### src/rtl/pc_gen.sv
// pc_gen: fetch program counter with branch/exception redirect and a one-entry pending branch.
// Defining PC_ALIGN_CHECK_EN turns on misaligned-fetch fault detection.
module pc_gen #(
   parameter int unsigned           ADDR_WIDTH   = 32,
   parameter logic [ADDR_WIDTH-1:0] RESET_VECTOR = ADDR_WIDTH'(32'hBFC0_0000),
   parameter int unsigned           INST_BYTES   = 4
) (
   input  logic                  clk,
   input  logic                  rst_n,
   input  logic                  stall,
   input  logic                  pc_ready,
   input  logic                  br_valid,
   input  logic [ADDR_WIDTH-1:0] br_target,
   input  logic                  exc_valid,
   input  logic [ADDR_WIDTH-1:0] exc_target,
   output logic [ADDR_WIDTH-1:0] pc,
   output logic                  ce,
   output logic                  pc_misalign
);

   localparam logic [ADDR_WIDTH-1:0] Inc = ADDR_WIDTH'(INST_BYTES);

   typedef enum logic [0:0] {StHold, StRun} state_e;

   state_e                  state_q;
   logic                    pend_valid_q;
   logic [ADDR_WIDTH-1:0]   pend_target_q;
   logic                    accept;
   logic                    capture;
   logic                    load;
   logic                    load_misalign;
   logic [ADDR_WIDTH-1:0]   load_pc;

   // ce is only ever high in StRun, so accept/capture need no extra state qualification.
   assign accept  = ce & pc_ready & ~stall;
   assign capture = ce & br_valid & ~accept & ~exc_valid;

   always_comb begin
      load    = 1'b0;
      load_pc = pc;
      if (exc_valid) begin
         load    = 1'b1;
         load_pc = exc_target;
      end else if (accept) begin
         load = 1'b1;
         if (br_valid) begin
            load_pc = br_target;
         end else if (pend_valid_q) begin
            load_pc = pend_target_q;
         end else begin
            load_pc = pc + Inc;
         end
      end
   end

`ifdef PC_ALIGN_CHECK_EN
   assign load_misalign = (load_pc % Inc) != '0;
`else
   assign load_misalign = 1'b0;
`endif

   always_ff @(posedge clk or negedge rst_n) begin
      if (!rst_n) begin
         state_q       <= StHold;
         pc            <= RESET_VECTOR;
         ce            <= 1'b0;
         pc_misalign   <= 1'b0;
         pend_valid_q  <= 1'b0;
         pend_target_q <= '0;
      end else begin
         case (state_q)
            StHold: begin
               // Branches are ignored here; only an exception can redirect.
               state_q      <= StRun;
               pend_valid_q <= 1'b0;
               if (load) begin
                  pc          <= load_pc;
                  ce          <= ~load_misalign;
                  pc_misalign <= load_misalign;
               end else begin
                  ce <= 1'b1;
               end
            end
            StRun: begin
               if (load) begin
                  pc           <= load_pc;
                  ce           <= ~load_misalign;
                  pc_misalign  <= load_misalign;
                  pend_valid_q <= 1'b0;
               end else if (capture) begin
                  pend_valid_q  <= 1'b1;
                  pend_target_q <= br_target;
               end
            end
            default: state_q <= StHold;
         endcase
      end
   end

endmodule

### config.mk
export PLATFORM = sky130hd
export DESIGN_NAME = pc_gen
export DESIGN_NICKNAME = d
export VERILOG_FILES = /design/src/rtl/pc_gen.sv
export SDC_FILE = /design/constraint.sdc
export NUM_CORES = 1
export LEC_CHECK = 0
export CAP_MARGIN = 30
export CELL_PAD_IN_SITES_DETAIL_PLACEMENT = 1
export CELL_PAD_IN_SITES_GLOBAL_PLACEMENT = 1
export CORE_MARGIN = 8
export CORE_UTILIZATION = 34
export DETAILED_ROUTE_END_ITERATION = 16
export PLACE_DENSITY_LB_ADDON = 0.1
export SLEW_MARGIN = 40
export SYNTH_ARGS = -nofsm -noshare
export SYNTH_HDL_FRONTEND = slang
export SYNTH_SLANG_ARGS = --single-unit
### constraint.sdc
create_clock -name clk -period 1.6 [get_ports clk]
set_input_delay 0.16 -clock clk [delete_from_list [all_inputs] [get_ports clk]]
set_output_delay 0.16 -clock clk [all_outputs]
set_load 0.005 [all_outputs]
==> out/metrics.yaml, run 1 <==
outcome: "finished with violations"
violations: "setup timing"
synthFlopType: "dfrtp_1"
swShare_pct: 31.1
hold_violations: 0
grt_max_degree: 49
cts_buffers: 9
fin_crit_ps: 1840
required_ps: 1860
worst-path-buf-inv: 2
async_flop_share_pct: 100
slew_viol_final: 0
fillers: 1280
fp-row-count: 40
crit_slowest_cell: "dfrtp_1"
dr.first_iter.drc_count: 434
synthTopCellsByArea: "dfrtp_1 35%, mux2_2 8.8%, dfstp_2 5.8%"
final_common_cell: "buf_4"
yosysTopAreaCell: "dfrtp_1"
finalClockSkew_ps: 6.83
crit_path_end_kind: "flip-flop"
dieArea_sq_mm: 0.0158
power.switching_mw: 1.98
ant_nets: 0
arrival_ps: 2110
vias: 4775
path_cells: "and3_1, nand2_2, buf_4, nor4_4, buf_4, mux2i_2, a21oi_2"
root_buffer: "clkbuf_16"
first_pass_iters: 5
die_width_microns: 126
cts.sinks: 67
setup_viol: 40
portBuffers: 102
diodes: 0
syn_area_sq_mm: 0.00409
cap_violations: 0
path_delay_family: "simple AND/OR/NAND/NOR gates"
grt-ovfl-total: 0
clkPwrFrac_pct: 30.0
vias_per_cell: 6.03
clock.fmax_mhz: 542
critPathMostFrequentCell: "buf_4"
grt_pass1_vias: 5058
ys_seq_area_share_pct: 41.3
die_h_microns: 126
cts_buffer_depth: 2
nets: 711
fin_util_pct: 60.7
post-route-period-util_pct: 115
place_hpwl_mm: 12.0
p_int_mw: 4.38
critPathLaunchType: "flip-flop"
synth.distinct_cells: 62
dp_cells: 740
core-area_sq_mm: 0.0119
seqPwrFrac_pct: 35.9
synth_edf_count: 0
syn_area_per_cell_sq_um: 9.51
rsz0062_at_grt: "true"
grt_usage_pct: 22.3
start_util_pct: 34.5
area.growth.synth_to_final_pct: 76.0
finalWirelength_mm: 19.8
min_path_type: "input pin to async pin"
final_cell_mix: "102 x buf_4, 85 x clkdlybuf4s50_1, 53 x dfrtp_1"
path_class: "flip-flop to flip-flop"
cts_tree: "built"
fin_cells: 792
multi_input_area_sq_mm: 0.00273
power_density_mw_per_mm2: 884
htree_levels: 3
power_leakage_nw: 3.07
grt_pass1_wl_mm: 27.8
yosys_warnings: 0
combPwrFrac_pct: 34.1
netlist_instances: 430
layout-drive-gt1-share_pct: 41.7
post_drt_wl_per_cell_microns: 25.0
finalSetupTns_ps: -2840
syn_nets: 501
antenna_found_initial: 0
whs_ps: 354
clk_latency_ps: 340
vdd.ir_drop.worst_mv: 0.499
gp_congestion: 0.839
finalWorstSetupSlack_ps: -245
crit_path_max_fanout: 4
io_pins: 104
drc: 0
seq_area_sq_mm: 0.00169
synth-seq-cells: 67
cp_slowest_stage_delay_ps: 430
clk_pin_slew_worst_paths_ps: 60
synth_top_area_share_pct: 35.5
-- synthesized netlist by cell type (all sizes together), types with 3 or more instances --
master / instances
dfrtp: 58
nand2: 34
mux2: 32
o21ai: 27
nor2: 26
a221oi: 20
nand3: 20
a21oi: 19
clkbuf: 19
buf: 16
nand4: 11
nand2b: 10
o22ai: 10
o31ai: 10
dfstp: 9
inv: 9
nor3: 9
and3: 8
o211ai: 8
a221o: 7
o31a: 7
a31oi: 5
a32o: 5
nor4: 5
a31o: 4
o21a: 4
mux2i: 3
nor2b: 3
o32ai: 3
o41ai: 3
-- what timing repair did --
| action | 4_1_cts | 5_1_grt |
|---|---|---|
| gates resized for setup | 52 | 102 |
| hold endpoints to repair | 58 | 0 |
| endpoints found under the setup margin | 72 | 51 |
| cloned | 1 | 5 |
| pin swaps | 23 | 30 |
| hold buffers | 1 | 0 |
| buffers inserted | 6 | 23 |
-- kinds of logic after synthesis --
| family | share of synthesized area (%) |
|---|---|
| XOR/XNOR | 0.428 |
| flip-flops | 41.3 |
| multiplexers | 9.54 |
| adder cells (fa/ha/maj) | 0.306 |
| other | 0.184 |
| buffers and inverters | 4.68 |
| AO/OA/AOI/OAI | 26.0 |
| AND/OR/NAND/NOR | 17.6 |
-- per-layer routing --
layer | track usage [%] | wire length [microns]
met1 | 26.4 | 8260
met4 | 11.8 | 701
met2 | 37.9 | 9800
met5 | 0 | 0
met3 | 3.97 | 1030
-- flip-flops by register name, indices dropped and copies added (netlist names) --
| name | cells |
|---|---|
| state_q | 1 |
| pend_valid_q | 1 |
| pc | 32 |
| ce | 1 |
| pend_target_q | 32 |
-- cell type report --
cell class,count,area share [%]
Tap cell,147,2.55
Clock inverter,2,0.139
Multi-Input combinational cell,320,37.9
Sequential cell,67,23.5
Timing Repair Buffer,233,31.8
Inverter,9,0.504
Clock buffer,14,3.67
-- power by group through the flow --
stage | Sequential (mW) | Combinational [mW] | Clock, mW
finish | 2.28 | 2.17 | 1.91
global route | 2.30 | 2.32 | 1.98
CTS | 2.24 | 1.81 | 1.91
detailed placement | 2.28 | 1.72 | 0
global placement | 2.26 | 1.66 | 0
floorplan | 2.27 | 0.684 | 0
-- path summary, 6_finish.rpt --
kind,from,to,slack (ps),cells after the start
setup / recovery,pc[16]$_DFFE_PN0P_,pc[25]$_DFFE_PN1P_,-240,7
hold / removal,rst_n,pc[13]$_DFFE_PN0P_,350,3
setup reg to reg,pc[16]$_DFFE_PN0P_,pc[25]$_DFFE_PN1P_,-240,7
hold reg to reg,state_q$_DFF_PN0_,ce$_DFFE_PN0N_,460,1
max in group asynchronous,rst_n,pc[29]$_DFFE_PN1P_,930,3
min in group clk,exc_valid,ce$_DFFE_PN0N_,360,4
-- worst reg2reg max path: cells and delay by family (launching register included) --
kind            cells  cell delay (ps)
simple gates        3              660
flops               1              430
buf+inv             2              360
mux                 1              240
compound gates      1               70
-- stage by stage --
stage          area, sq um  total power, mW  setup slack [ps]
5_1_grt               7200             6.60              -281
2_1_floorplan         4110             2.96              -155
3_3_place_gp          5960             3.93              -811
3_5_place_dp          5960             3.99              -601
4_1_cts               6480             5.96              -201
6_report              7200             6.37              -245
(Power assumes the default switching activity.)
==> inputs of run 2 (changes only) <==
==> constraint.sdc (replaced) <==
create_clock -name clk -period 1.6 [get_ports clk]
set_input_delay 0.32 -clock clk [delete_from_list [all_inputs] [get_ports clk]]
set_output_delay 0.32 -clock clk [all_outputs]
set_load 0.005 [all_outputs]
==> run 2 against run 1 <==
Compared with the run above:
- the flow still finishes with violations (setup timing)
- cell count grew 2.0%
- register-to-register slack lost 40 ps
- maximum frequency shrank 2.4%
- sequential share of layout area shrank 0.27 points
- wire length grew 2.2%
- core utilization grew 0.65 points
- worst setup slack lost 45 ps
==> out/metrics.yaml, run 2 (synthesis results as in run 1) <==
post-route-period-util_pct: 118  # +2.8 points
post_drt_wl_per_cell_microns: 25.0  # +0.20%
cts_buffer_depth: 2  # unchanged
tightestPinTransition_ps: 571
root_buffer: "clkbuf_16"
min_path_type: "flip-flop to flip-flop"
final_cell_mix: "108 x buf_4, 67 x clkdlybuf4s50_1, 54 x dfrtp_1"
io_pins: 104  # unchanged
outcome: "finished with violations"
r2r_setup_slack_ps: -290  # -40 ps
finalSetupTns_ps: -5200  # -2360 ps
grt_pass1_wl_mm: 28.2  # +1.5%
dieArea_sq_mm: 0.0158  # unchanged
portBuffers: 102  # unchanged
finalWorstSetupSlack_ps: -289  # -44.7 ps
crit_start: "pc[2]$_DFFE_PN0P_"
finalWirelength_mm: 20.2  # +2.2%
fin_cells: 808  # +2.0%
fin_util_pct: 61.4  # +0.65 points
whs_ps: 450  # +95.8 ps
first_pass_iters: 5  # unchanged
antenna_found_initial: 0  # unchanged
pre_cts_slack_ps: -451  # +150 ps
fin_area_sq_mm: 0.00728  # +1.1%
cts_buffers: 9  # unchanged
min_from: "state_q$_DFF_PN0_"
vdd.ir_drop.worst_mv: 0.488  # -2.2%
diodes: 0  # unchanged
placed_area_sq_mm: 0.00606  # +1.7%
slew_viol_final: 0  # unchanged
grt_max_degree: 29  # -41%
area.growth.synth_to_final_pct: 77.9
ant_nets: 0  # unchanged
hold_violations: 0  # unchanged
cts.sinks: 67  # unchanged
htree_levels: 3  # unchanged
fp-row-count: 40  # unchanged
clk_pin_slew_worst_paths_ps: 60  # about the same
clk_latency_ps: 340  # about the same
nets: 727  # +2.3%
vias: 4906  # +2.7%
die_h_microns: 126  # unchanged
dr.first_iter.drc_count: 353  # -19%
slew_headroom_pct: 62.0
gp_congestion: 0.894  # +6.5%
cts_tree: "built"
dp_cells: 753  # +1.8%
setup_viol: 51  # +28%
r2r-start: "pc[2]$_DFFE_PN0P_"
crit_path_end_kind: "flip-flop"
grt_usage_pct: 22.6  # +0.30 points
vias_per_cell: 6.07  # +0.71%
arrival_ps: 2150  # +40 ps
place_hpwl_mm: 12.4  # +3.6%
drc: 0  # unchanged
crit_path_max_fanout: 4  # unchanged
core-area_sq_mm: 0.0119  # unchanged
clock.fmax_mhz: 529  # -2.4%
violations: "setup timing"
path_class: "flip-flop to flip-flop"
reg_top3: "pc x32, pend_target_q x32"
required_ps: 1860  # about the same
critPathLaunchType: "flip-flop"
rsz0062_at_grt: "true"
fin_crit_ps: 1890  # +44.7 ps
final_common_cell: "buf_4"
finalClockSkew_ps: 4.90  # -1.93 ps
power_leakage_nw: 3.12  # +1.7%
cap_violations: 0  # unchanged
start_util_pct: 34.5  # unchanged
grt_pass1_vias: 5081  # +0.45%
die_width_microns: 126  # unchanged
grt-ovfl-total: 0  # unchanged
layout-drive-gt1-share_pct: 42.1  # +0.35 points
power_density_mw_per_mm2: 869  # -1.7%
finalPower_mw: 6.32  # -0.68%
## run 2: changes by cell type in the layout (fill, tap and decap cells not counted), sizes merged, moves of 2 or more
cell / before / now
clkbuf: 17 / 19
dlymetal6s2s: 6 / 2
buf: 129 / 145
clkdlybuf4s50: 85 / 67
dlygate4sd2: 7 / 26
clkdlybuf4s15: 1 / 3
## run 2: final cells by class
class / count / area [sq um]
repair buffers: 250 / 2370
clock buffers: 13 / 250
multi-input cells: 319 / 2730
clock inverters: 3 / 15.0
well taps: 147 / 184
inverters: 9 / 33.8
fillers: 1299 / 4580
flip-flops and latches: 67 / 1690
## run 2: power breakdown
| part | internal, mW | leakage [nW] | switching (mW) |
|---|---|---|---|
| logic | 1.22 | 2.21 | 0.967 |
| registers | 2.03 | 0.778 | 0.254 |
| clock network | 1.09 | 0.133 | 0.765 |
## run 2: final timing paths
kind                                                      end  cells past startpoint
worst max-delay path                       pc[25]$_DFFE_PN1P_                      8
worst min-delay path                           ce$_DFFE_PN0N_                      1
worst max register to register             pc[25]$_DFFE_PN1P_                      8
worst min register to register                 ce$_DFFE_PN0N_                      1
max in group asynchronous                  pc[31]$_DFFE_PN1P_                      3
min in group asynchronous       pend_target_q[12]$_DFFE_PN0P_                      2
## run 2: critical path: stages, from the launching register on
cell and delay, ps:
dfrtp_1 400, buf_4 130, and4_4 290, nand4_4 110, buf_6 140, nor4_4 190
buf_4 190, mux2i_1 240, a21oi_1 110
## run 2: timing repair
action,4_1_cts,5_1_grt
gates cloned,0,5
hold endpoints to repair,12,0
setup endpoints to repair,86,54
gates resized for setup,109,75
hold buffers,1,0
pin swaps,41,23
setup buffers,26,11
## run 2: per-layer routing
layer / GRT usage [%] / vias up / share of wire, %
met1: 26.2 / 2526 / 41
met2: 39.0 / 208 / 51
met5: 0 / - / 0
met4: 11.3 / 0 / 3.2
li1: - / 2115 / -
met3: 4.43 / 57 / 5.3
==> inputs of run 3 (changes only) <==
--- a/config.mk
+++ b/config.mk
@@ -10,6 +10,7 @@
 export CELL_PAD_IN_SITES_GLOBAL_PLACEMENT = 1
 export CORE_MARGIN = 8
 export CORE_UTILIZATION = 34
+export CTS_CLUSTER_DIAMETER = 30
 export DETAILED_ROUTE_END_ITERATION = 16
 export PLACE_DENSITY_LB_ADDON = 0.1
 export SLEW_MARGIN = 40
==> results of run 3 <==
No change in the layout: final DEF, timing and power equal those of run 2.
